## src/rtl/clock_sel_ctrl.sv

```systemverilog
// Request-side sequencer for the glitch-free 800/500/1000 MHz clock switch select.
// Defining CLOCK_SEL_QUEUE_EN adds a one-deep pending request slot.
module clock_sel_ctrl #(
   parameter int         SETTLE_CYC = 16,
   parameter logic [1:0] RST_SEL    = 2'b00
) (
   input  logic       clk_ref,
   input  logic       rst_clk_n,
   input  logic       req_valid,
   input  logic [1:0] req_sel,
   output logic       req_ready,
   input  logic       sel_lock,
   output logic [1:0] clk_sel,
   output logic       busy,
   output logic       switch_done
);

   localparam int               CNT_W     = $clog2(SETTLE_CYC + 1);
   localparam logic [CNT_W-1:0] CNT_LOAD  = CNT_W'(SETTLE_CYC - 1);
   localparam logic [CNT_W-1:0] CNT_ONE   = CNT_W'(1);
   // The switch has no fourth source, so an out-of-range reset value maps to 1000 MHz.
   localparam logic [1:0]       RST_SEL_N = (RST_SEL == 2'b11) ? 2'b10 : RST_SEL;

   typedef enum logic [1:0] {
      IDLE   = 2'd0,
      SETTLE = 2'd1,
      DONE   = 2'd2
   } state_t;

   state_t           state_reg;
   logic [CNT_W-1:0] cnt_reg;
   logic [1:0]       req_sel_norm;
   logic             accept;
   logic             launch_en;
   logic [1:0]       launch_sel;

   assign req_sel_norm = (req_sel == 2'b11) ? 2'b10 : req_sel;
   assign accept       = req_valid & req_ready;

`ifdef CLOCK_SEL_QUEUE_EN
   logic       slot_full_reg;
   logic [1:0] slot_sel_reg;
   logic       slot_fill;

   // The slot is always drained in DONE, so it is empty whenever the FSM is idle.
   assign req_ready = ((state_reg == IDLE) | ~slot_full_reg) & ~sel_lock;
   assign slot_fill = accept & (state_reg == SETTLE);

   always_comb begin
      launch_en  = 1'b0;
      launch_sel = req_sel_norm;
      case (state_reg)
         IDLE: launch_en = accept;
         DONE: begin
            if (slot_full_reg) begin
               launch_en  = 1'b1;
               launch_sel = slot_sel_reg;
            end else begin
               launch_en  = accept;
            end
         end
         default: launch_en = 1'b0;
      endcase
   end

   always_ff @(posedge clk_ref or negedge rst_clk_n) begin
      if (!rst_clk_n) begin
         slot_full_reg <= 1'b0;
         slot_sel_reg  <= RST_SEL_N;
      end else if (slot_fill) begin
         slot_full_reg <= 1'b1;
         slot_sel_reg  <= req_sel_norm;
      end else if (state_reg == DONE) begin
         slot_full_reg <= 1'b0;
      end
   end
`else
   assign req_ready  = (state_reg == IDLE) & ~sel_lock;
   assign launch_en  = accept;
   assign launch_sel = req_sel_norm;
`endif

   always_ff @(posedge clk_ref or negedge rst_clk_n) begin
      if (!rst_clk_n) begin
         state_reg   <= IDLE;
         cnt_reg     <= '0;
         clk_sel     <= RST_SEL_N;
         busy        <= 1'b0;
         switch_done <= 1'b0;
      end else begin
         switch_done <= 1'b0;
         case (state_reg)
            SETTLE: begin
               if (cnt_reg == '0) begin
                  state_reg   <= DONE;
                  busy        <= 1'b0;
                  switch_done <= 1'b1;
               end else begin
                  cnt_reg <= cnt_reg - CNT_ONE;
               end
            end
            default: state_reg <= IDLE;
         endcase

         // A launch only happens from IDLE or DONE, never while a window is settling.
         if (launch_en) begin
            if (launch_sel != clk_sel) begin
               clk_sel   <= launch_sel;
               state_reg <= SETTLE;
               busy      <= 1'b1;
               cnt_reg   <= CNT_LOAD;
            end else begin
               state_reg   <= DONE;
               switch_done <= 1'b1;
            end
         end
      end
   end

   a_sel_legal: assert property (@(posedge clk_ref) disable iff (!rst_clk_n)
      clk_sel != 2'b11);

   a_busy_settle: assert property (@(posedge clk_ref) disable iff (!rst_clk_n)
      busy == (state_reg == SETTLE));

   a_sel_hold: assert property (@(posedge clk_ref) disable iff (!rst_clk_n)
      !launch_en |=> $stable(clk_sel));

endmodule

```

## config.mk

```make
export PLATFORM = sky130hd
export DESIGN_NAME = clock_sel_ctrl
export DESIGN_NICKNAME = d
export VERILOG_FILES = /design/src/rtl/clock_sel_ctrl.sv
export SDC_FILE = /design/constraint.sdc
export NUM_CORES = 1
export LEC_CHECK = 0
export CORE_AREA = 4 4 41 43
export CTS_CLUSTER_SIZE = 30
export DETAILED_ROUTE_END_ITERATION = 6
export DIE_AREA = 0 0 45 47
export HOLD_SLACK_MARGIN = 0.08
export PLACE_DENSITY = 0.7
export SLEW_MARGIN = 15
export SYNTH_ARGS = -nofsm -noshare
export SYNTH_HDL_FRONTEND = slang
export SYNTH_SLANG_ARGS = --single-unit
```

## constraint.sdc

```tcl
create_clock -name clk_ref -period 1.9 [get_ports clk_ref]
set_input_delay 0.38 -clock clk_ref [delete_from_list [all_inputs] [get_ports clk_ref]]
set_output_delay 0.38 -clock clk_ref [all_outputs]
set_load 0.01 [all_outputs]
```

Word-level counts from Yosys, hierarchy flattened. Index checks and enable logic that the tools add are counted. Widths: inputs -> output; s select.

Muxes and demuxes: 17. Bitwise logic cells: 3. Add/subtract/negate cells: 1. Eq/ne operators: 4. Reduce and logical (&&, ||, !) cells: 3.

Operators with widths (number): $mux 5 (4); $mux 2 (5); $mux 1 (8); $logic_not 5->1 (1); $sub 5x1->5 const B (1); $ne 3x3->1 const B (1); $and 1x1->1 (2); $eq 2x1->1 const B (1); $eq 2x2->1 const B (1); $logic_not 2->1 (1); $ne 2x2->1 (1); $reduce_and 2->1 (1); $not 1->1 (1).

Logic and storage cells: 33. Output and inout bits: 5. Register bits: 11.

Logic depth before layout (Yosys ltp).
Depth after elaboration: 5. Depth in mapped cells: 5. Gate-level depth less buffers: 5.

Worst setup path before layout. OpenSTA, ideal clock, no wires.

Path type: register to register. Start point: reg state_reg[0]. End point: reg cnt_reg[4]. Buffers on the path: 1. Setup time: 0.136 ns. Cell stages (with the launch flop): 5. Required time: 1.764 ns. Path slack: 0.288 ns. Arrival time: 1.476 ns. Cells stage by stage: dfrtp_1 or4b_1 buf_2 a221o_1 nor2b_4.

Word-level cells in the longest chain between the ends: 4. Elaborated cells on any way between the ends: 7. Those cells by class: 1 x eq/ne; 3 x mux; 2 x bitwise; 1 x reduce/logical.

RTL lines: from (decl) (RTL line 30) `state_t state_reg;`; from (signal assigned) (RTL line 85) `state_reg <= IDLE;`; from (signal assigned) (RTL line 95) `state_reg <= DONE;`; from (signal assigned) (RTL line 102) `default: state_reg <= IDLE;`; $eq 2x1->1 / $logic_not 2->1 (equally long branches) (RTL line 92, 78); $mux 5 / $and 1x1->1 (equally long branches) (RTL line 92, 78); $mux 5 / $and 1x1->1 (equally long branches) (RTL line 107, 38); $mux 5 * (RTL line 106) `if (launch_en) begin`; to (signal assigned) (RTL line 99) `cnt_reg <= cnt_reg - CNT_ONE;`; to (decl) (RTL line 31) `logic [CNT_W-1:0] cnt_reg;`.

Every way passes the cells marked *; elsewhere a longest branch is shown, timed or not. A chain may end at the register's enable or synchronous reset.

Worst setup path after layout.
Start point: reg cnt_reg[0]. End point: reg cnt_reg[0].

Word-level cells in the longest chain between the ends: 5. Elaborated cells on any way between the ends: 6. Those cells by class: 1 x add/sub; 4 x mux; 1 x reduce/logical.

RTL lines: $sub 5x1->5 / $logic_not 5->1 (equally long branches) (RTL line 99, 94); $mux 5 (RTL line 94) `if (cnt_reg == '0) begin`; $mux 5 * (RTL line 92) `case (state_reg)`; $mux 5 (RTL line 107) `if (launch_sel != clk_sel) begin`; $mux 5 * (RTL line 106).

Marked as above.

==> results <==
- The detailed router finished its first iteration with 11 violations.
- In this run the power density over the cells is approximately 1500 nW/um2.
- The max-slew violation total from the final report is 0.
- The total number of placement rows is 13.
- The core region area is 1300 um2.
- The die covers 2120 um2.
- The worst setup path is captured at a register.
- The number of synthesized flops with an enable pin is 0.
- The area growth from synthesis to layout is 26.8%.
- Including well taps, the total number of placed cells is 76.
- The worst-margin pin slew is between 0.5 and 0.6 ns.
- CTS built an H-tree with a depth of 1.
- The number of antenna violations at the first check in global routing came to 0.
- Data on the critical path is required at its endpoint by slightly above 2 ns.
- After synthesis, flip-flops and latches occupy approximately 50% of the total area.
- Routability-driven placement finished with a final weighted congestion of 0.847.
- The register clock-pin slew on the reported worst setup and hold paths is around 0.070 ns.
- The initial cell density of the core is 41.9%.
- Wires add up to 1140 um.
- The library cells used most frequently in the layout, excluding fill and tap cells, are 11 x sky130_fd_sc_hd__dfrtp_1, 9 x sky130_fd_sc_hd__clkdlybuf4s50_1, 6 x sky130_fd_sc_hd__o21ai_0.
- The x dimension of the die is 45 um.
- The run finished with clean final reports.
- The detail-routed via count per cell is 5.66.
- The number of port buffers is 10.
- The number of global-route vias before repair was 438.
- Before antenna repair, the detailed router went through 3 iterations.
- The mean post-synth cell area is 10.5 um2.
- The number of distinct library cell variants in the gate-level netlist after synthesis is 27.
- After detailed routing, the number of remaining DRC violations is 0.
- The count of pins on the block boundary is 11.
- The warning count from the yosys run is 0.
- Max-cap violations in this run came to 0.
- The upper clock frequency limit is 581 MHz.
- Counting every sink on the clock net gives 11.
- For this run, the post-layout net count is 73.
- In this run the power spent charging and discharging nets is 398 uW.
- The longest clock path from root to sink contains 2 buffers.
- In this run the tightest slew margin relative to its limit is 65.6%.
- The buffer type at the clock tree root is sky130_fd_sc_hd__clkbuf_4.
- After synthesis, the share of flip-flops with an asynchronous set or reset is 100%.
- The cell area that synthesis handed to floorplanning was between 500 and 600 um2.
- The first-pass GRT wire length is 1970 um.
- Counting every net in the synthesized netlist gives just under 60.
- Internal power comes to ~640 uW.
- Data arrives at the worst endpoint at between 1.5 and 2 ns.
- Of the total power, the share spent switching nets is 38.5%.
- The dominant register cell in the synthesized netlist is sky130_fd_sc_hd__dfrtp_1.
- The clock skew after layout is roughly 0.0018 ns.
- Before CTS, the worst setup slack after placement is -0.0493 ns.
- The overall global routing resource usage is 13.7%.
- The library cell used most frequently in the layout, excluding fill and tap cells, is sky130_fd_sc_hd__dfrtp_1.
- The worst hold slack after final layout is ~0.44 ns.
- In the finished design, the share of the clock period the worst path needs comes to 90.5%.
- The flip-flop and latch count after synthesis is 11.
- The final hold violation count is 0.
- Along the worst path, the maximum fanout reaches 5.
- The repair_antennas step left the layout with diodes totalling 0.
- Setup repair after global routing left no endpoint under its margin.
- Setup total negative slack on the finished layout was measured at 0 ns.
- The final critical-path required period is 1.72 ns.
- The min-delay analysis places its worst path in the category in2async.
- The clock network power share is approximately 16%.
- Sequential cells burn 41.1% of the power.
- The layout cell share with drive strength beyond 1 is a little over a tenth.
- In this run, CTS created clock tree buffers numbering 3.
- The register with the most flip-flops in the layout has 5 of them.
- The reported leakage power is 0.000306 uW.
- Across the VDD grid, the largest voltage drop is 0.000640 V.
- The setup path with the least slack is of type reg2reg.
- The detail route stage leaves a number of antenna-violating nets equal to 0.
- Setup violations remaining at the end of the flow were counted as 0.
- The HPWL after detailed placement is 803 um.
- Clock latency on the worst-skew pair, taken at its later pin, is 0.28 ns.
- The vertical extent of the die is 47 um.
- The post-layout instance count excluding filler cells is 80.
- Entering global routing, the biggest net connects 12 pins.
- STA classifies the critical path startpoint as a register.
- The proportion of power drawn by combinational gates is 42.4%.
- The synthesized instance count is 52.
- In the final routed layout, each cell accounts on average for 14.3 um.
- The number of vias in the routed layout is 453.
- Global routing finished with a remaining overflow of 0.
- TritonCTS built the clock tree.
- Setup slack closes at ~0.18 ns.
-- timing repair --
item / 4_1_cts / 5_1_grt
hold buffers: 0 / 0
gates resized for setup: 0 / 1
setup endpoints to repair: 0 / 1
buffers inserted: 0 / 0
-- cells in the mapped netlist (all sizes together), types with 2 or more instances --
cell    count  share of area [%]
o311ai      2                3.2
o21ai       6                5.5
inv         3                2.1
nand2       4                2.8
nor3        2                1.8
o21bai      2                2.8
o22ai       2                2.3
or4b        2                3.7
nor2b       3                4.8
dfrtp      11                 50
-- worst paths after layout --
path / to / startpoint / slack (ns) / depth (start not counted)
worst max-delay path: cnt_reg[0] / cnt_reg[0] / 0.18 / 5
worst max register to register: cnt_reg[0] / cnt_reg[0] / 0.18 / 5
min in group clk_ref: busy / busy / 0.51 / 2
worst min register to register: busy / busy / 0.51 / 2
max in group asynchronous: switch_done / rst_clk_n / 1.12 / 1
worst min-delay path: cnt_reg[4] / rst_clk_n / 0.44 / 1
-- power by group through the flow --
stage	Sequential (uW)	Combinational, uW	Clock, uW
after floorplan	415	272	0
after global placement	421	430	0
after detailed placement	426	441	0
after CTS	426	444	171
after global routing	443	502	181
final	425	439	170
-- logic make-up after synthesis --
family | count (synthesis) | synth area share (%)
AOI/OAI and AO/OA | 17 | 20.9
xor gates and xnor gates | 1 | 1.61
adders and majority gates | 1 | 2.29
buffers and inverters | 5 | 3.67
DFF | 11 | 50.5
muxes | 1 | 2.06
and+or+nand+nor | 16 | 19.0
-- critical path, cell delays in order, from the launching register on --
cell and delay (ns):
sky130_fd_sc_hd__dfrtp_1 0.39, sky130_fd_sc_hd__inv_1 0.08, sky130_fd_sc_hd__ha_1 0.18, sky130_fd_sc_hd__or4b_2 0.67
sky130_fd_sc_hd__a21oi_1 0.18, sky130_fd_sc_hd__o21ai_0 0.10
-- cell type report --
cell class | instances | area (um2)
fillers | 117 | 609
flip-flops and latches | 11 | 275
multi-input cells | 36 | 250
repair buffers | 11 | 110
clock buffers | 4 | 26.3
well taps | 15 | 18.8
inverters | 3 | 11.3
-- per-layer routing --
layer / vias up / share of wire (%) / GRT usage [%]
met5: - / 0 / 0
met4: 0 / 2.6 / 8.77
met3: 5 / 5.4 / 3.45
met2: 8 / 44 / 20.6
met1: 220 / 48 / 17.5
li1: 220 / - / -
-- stage by stage --
step	area (um2)	utilization [%]	power (uW)
finish	692	53.2	1030
global route	692	53.2	1130
CTS	689	53.0	1040
detailed placement	663	51.0	867
global placement	663	51.0	850
floorplan	546	-	688
(Power assumes the default switching activity.)
==> patch 1: new RTL, config.mk and constraints unchanged <==
`SETTLE_CYC`: 16 -> 32.
--- a/src/rtl/clock_sel_ctrl.sv
+++ b/src/rtl/clock_sel_ctrl.sv
@@ -3,3 +3,3 @@
 module clock_sel_ctrl #(
-   parameter int         SETTLE_CYC = 16,
+   parameter int         SETTLE_CYC = 32,
    parameter logic [1:0] RST_SEL    = 2'b00
Formal check against the unedited RTL: same outputs for any inputs over 10 cycles, from zero or initial values and one cycle with rst_clk_n low; that may be too few to reach the edited logic, so the function may still have changed.
==> patch 1 against the original RTL <==
Power up 7.5%. Final area up 14%. Worst setup slack better by 0.083 ns. Sequential cell count up 1. Routed wire length up 2.4%. First-iteration DRC count down 64%. Area after synthesis up 14%. Die area unchanged.
==> patch 1: results (changes against the original RTL) <==
Slew @ Worst Pin=0.552 ns (was 0.509 ns); Largest register FFs=6 (was 5); Period minus WS final=1.64 ns (was 1.72 ns); syn nets=67 (was 59); largest net degree at the start of global routing=13 (was 12); RD Place Congestion=0.786 (was 0.847); library cells used by synthesis=29 (was 27); post-DP HPWL=870 um (was 803 um); post-synthesis mux area share=4.01% (was 2.06%); Synth area leaders=dfrtp_1 48%, xnor2_1 5.6%, nand2_1 4.8% (was dfrtp_1 50%, o21ai_0 5.5%, o311ai_0 3.2%); wl on met1=535 um (was 548 um); vias in the first global route=433 (was 438); Iter 0 DRT Violations=4 (was 11); global-route wire length before repair=2.01 mm (was 1.97 mm); Pre-antenna DRT Iters=4 (was 3); post-synthesis xor/xnor area fraction=5.61% (was 1.61%); status=completed (unchanged); vias=466 (was 453); met3 WL post-DR=70 um (was 62 um); Commonest cells post-synth=12 x dfrtp_1, 8 x nand2_1, 5 x o21ai_0 (was 11 x dfrtp_1, 6 x o21ai_0, 4 x nand2_1); critical path arrival=1.26 ns (was 1.87 ns); post-synthesis compound-gate area fraction=9.02% (was 20.9%); global-route usage over all layers=13.9% (was 13.7%); Critical Path Max Stage Delay=0.57 ns (was 0.67 ns); Setup Skew=0.00594 ns (was 0.00180 ns); fill count=128 (was 117); post-synthesis sequential area ratio=48.1% (was 50.5%); CP Launch Point=clk_sel[0] (was cnt_reg[0]); maximum net fanout on the critical path=4 (was 5); Post-Synth Adder-Cell Area=4.01% (was 2.29%); Lkg Pwr=0.000361 uW (was 0.000306 uW); metal2 WL=547 um (was 502 um); crit-path leading delay family=buffers and inverters (was simple AND/OR/NAND/NOR gates); Post-DP Area=751 um^2 (was 663 um^2); maximum vdd drop=0.000722 V (was 0.000640 V); WL/cell=13.2 um (was 14.3 um); Async SR Flop Fraction=100% (unchanged)
## patch 1: kinds of logic after synthesis
| group | Yosys count |
|---|---|
| compound gates | 9 |
| xor+xnor | 4 |
| fa+ha+maj | 2 |
| buf+inv | 3 |
| flops | 12 |
| mux | 2 |
| simple gates | 27 |
## patch 1: layout make-up
type                    count  area, um^2  share of cell area (%)
clock buffers               4        36.3                    4.60
well taps                  15        18.8                    2.38
multi-input cells          44         313                    39.6
repair buffers             11         110                    13.9
inverters                   3        11.3                    1.43
flip-flops and latches     12         300                    38.0
## patch 1: layer usage
layer  vias to the layer above  GRT usage, %
met3                         4          4.60
met5                         -             0
li1                        230             -
met2                        10          20.3
met1                       222          17.6
met4                         0          8.77
## patch 1: metrics by stage
stage	hold slack, ns	power [uW]	util, %	setup slack [ns]	std cells
finish	0.451	1110	60.7	0.263	89
CTS	0.477	1120	60.5	0.000558	89
global route	0.490	1190	60.7	0.222	89
global placement	0.520	891	57.7	0.0213	85
detailed placement	0.530	909	57.7	0.0117	85
floorplan	0.0844	749	-	0.555	59
## patch 1: path summary, 6_finish.rpt
check | endpoint | slack, ns | depth (start not counted)
setup / recovery | clk_sel[0] | 0.26 | 1
hold / removal | cnt_reg[4] | 0.45 | 1
setup reg to reg | cnt_reg[5] | 0.41 | 6
hold reg to reg | busy | 0.54 | 2
max in group asynchronous | cnt_reg[5] | 1.08 | 1
min in group clk_ref | busy | 0.54 | 2
## patch 1: power breakdown
group          switching, uW  internal [uW]
Sequential               107            350
Clock                   91.9            117
Combinational            211            235
Total                    410            701
## patch 1: worst reg2reg max path: stages (launching register included)
cell and delay, ns:
dfrtp_1 0.42, inv_1 0.11, ha_1 0.14, nor2b_1 0.24
and2_4 0.21, nand2_1 0.08, and3_1 0.17
==> patch 2: new RTL, same settings <==
Made on the original files. Encoding of `state_t`: now one-hot (3 bits for 3 states).
--- a/src/rtl/clock_sel_ctrl.sv
+++ b/src/rtl/clock_sel_ctrl.sv
@@ -23,6 +23,6 @@
 
-   typedef enum logic [1:0] {
-      IDLE   = 2'd0,
-      SETTLE = 2'd1,
-      DONE   = 2'd2
+   typedef enum logic [2:0] {
+      IDLE   = 3'b001,
+      SETTLE = 3'b010,
+      DONE   = 3'b100
    } state_t;
Function: no difference found for any inputs over 10 cycles, from zero or initial values and one cycle with rst_clk_n low; not proved beyond that.
==> patch 2 against the original RTL <==
Critical path depth stayed put. Critical endpoint unchanged. Sequential cell count increased by 1. Routed wire length grew 6.1%. Sequential power decreased by 16%. Area after synthesis grew 13%. Critical path type unchanged. Final area is 13% higher. Sequential share of layout area shrank 1.2 points. Count of clock-buffer cells in the layout stayed put. Clock power rose by 22%. Power down 21%. Worst setup slack got worse by 0.040 ns. First-iteration DRC count shrank 36%.
==> patch 2: results (changes against the original RTL) <==
Max clock buf depth=2 (unchanged); grt met2 use=18.6% (was 20.6%); Post-DP Area=747 um^2 (was 663 um^2); Commonest cells post-synth=11 x dfrtp_1, 3 x o21ai_0, 3 x o221ai_1 (was 11 x dfrtp_1, 6 x o21ai_0, 4 x nand2_1); library cells used by synthesis=31 (was 27); layout cells sized above 1=25.8% (was 10.8%); I/O Buffers=10 (unchanged); maximum net fanout on the critical path=9 (was 5); Setup Skew=0.00826 ns (was 0.00180 ns); Finished Layout Cells=81 (was 80); GR Util met3=5.75% (was 3.45%); Synth area leaders=dfrtp_1 45%, dfstp_2 4.3%, o221ai_1 4.3% (was dfrtp_1 50%, o21ai_0 5.5%, o311ai_0 3.2%); diodes inserted=0 (unchanged); Avg Cell Area, Syn=12.3 um^2 (was 10.5 um^2); via-per-instance ratio=6.07 (was 5.66); worst slack, placed=-0.113 ns (was -0.0493 ns); min-delay worst type=primary input to asynchronous set/reset pin (unchanged); initial antenna violation count=0 (unchanged); Async SR Flop Fraction=100% (unchanged); synth warn=0 (unchanged); root buffer cell=clkbuf_4 (unchanged); nets=74 (was 73); maximum vdd drop=0.000665 V (was 0.000640 V); critical path arrival=1.93 ns (was 1.87 ns); P_sw=254 uW (was 398 uW); Clk Latency, worst-skew pair=0.28 ns (about the same); status=completed (unchanged); Placed Instances=77 (was 76); post-DP HPWL=877 um (was 803 um); met1 GRT Util=17.8% (was 17.5%); largest net degree at the start of global routing=13 (was 12); post-synthesis sequential area ratio=48.9% (was 50.5%); final WL=1.21 mm (was 1.14 mm); Synth Flop Type=dfrtp_1 (unchanged); Synth top area share=44.6% (was 50.5%); vias in the first global route=453 (was 438); global-route wire length before repair=1.99 mm (was 1.97 mm); Critical Path Max Stage Delay=0.62 ns (was 0.67 ns); slowest cell on the critical path=or4b_1 (was or4b_2); RD Place Congestion=0.739 (was 0.847); global-route usage over all layers=14.0% (was 13.7%); Pre-antenna DRT Iters=4 (was 3); Slew HR=64.7% (was 65.6%); Lkg Pwr=0.000330 uW (was 0.000306 uW); Iter 0 DRT Violations=7 (was 11); syn nets=57 (was 59)
patch 2: metal layers:
layer	wire length, um	part of all wire, %	vias to the layer above
met5	0	0	-
met4	29	2.4	0
met3	92	7.6	5
met2	533	44	19
met1	558	46	239
li1	-	-	229
patch 2: final timing paths:
| path | from | to | slack [ns] | depth (start not counted) |
|---|---|---|---|---|
| worst max-delay path | cnt_reg[0] | cnt_reg[0] | 0.14 | 5 |
| worst min-delay path | rst_clk_n | switch_done | 0.44 | 1 |
| worst max register to register | cnt_reg[0] | cnt_reg[0] | 0.14 | 5 |
| worst min register to register | busy | busy | 0.53 | 2 |
| max in group asynchronous | rst_clk_n | state_reg[0] | 1.09 | 1 |
| min in group clk_ref | busy | busy | 0.53 | 2 |
patch 2: layout make-up:
cell class	instances	area, um^2
fillers	114	519
flip-flops and latches	12	302
multi-input cells	35	297
repair buffers	13	121
clock buffers	4	36.3
well taps	15	18.8
inverters	2	7.51
patch 2: timing repair:
action                                 in CTS  in global routing
endpoints found under the hold margin       0                  0
setup endpoints to repair                   1                  0
resized for setup                           1                  0
hold buffers                                0                  0
patch 2: metrics by stage:
| stage | hold slack [ns] | TNS [ns] |
|---|---|---|
| after floorplan | 0.0844 | 0 |
| after global placement | 0.508 | -0.0995 |
| after detailed placement | 0.514 | -0.113 |
| after CTS | 0.466 | 0 |
| after global routing | 0.479 | 0 |
| final | 0.440 | 0 |
patch 2: worst max-delay path: cells and delay by family, from the launching register on:
kind / cells / cell delay, ns
DFF: 1 / 0.43
adders and majority gates: 1 / 0.20
and+or+nand+nor: 1 / 0.62
AOI/OAI and AO/OA: 2 / 0.32
buffers and inverters: 1 / 0.08
patch 2: kinds of logic (layout without fill, tap and decap cells):
logic type	after synthesis	in the layout	share of synthesized area [%]
DFF	12	12	48.9
xor gates and xnor gates	1	1	1.42
AOI/OAI and AO/OA	15	15	19.9
buffers and inverters	3	19	3.04
muxes	2	2	3.65
adders and majority gates	1	1	2.03
and+or+nand+nor	16	16	21.1
patch 2: power by group through the flow:
stage | clock [uW] | sequential (uW) | combinational (uW)
floorplan | 0 | 359 | 135
global placement | 0 | 357 | 245
detailed placement | 0 | 360 | 252
CTS | 213 | 355 | 252
global route | 225 | 366 | 274
finish | 208 | 356 | 249
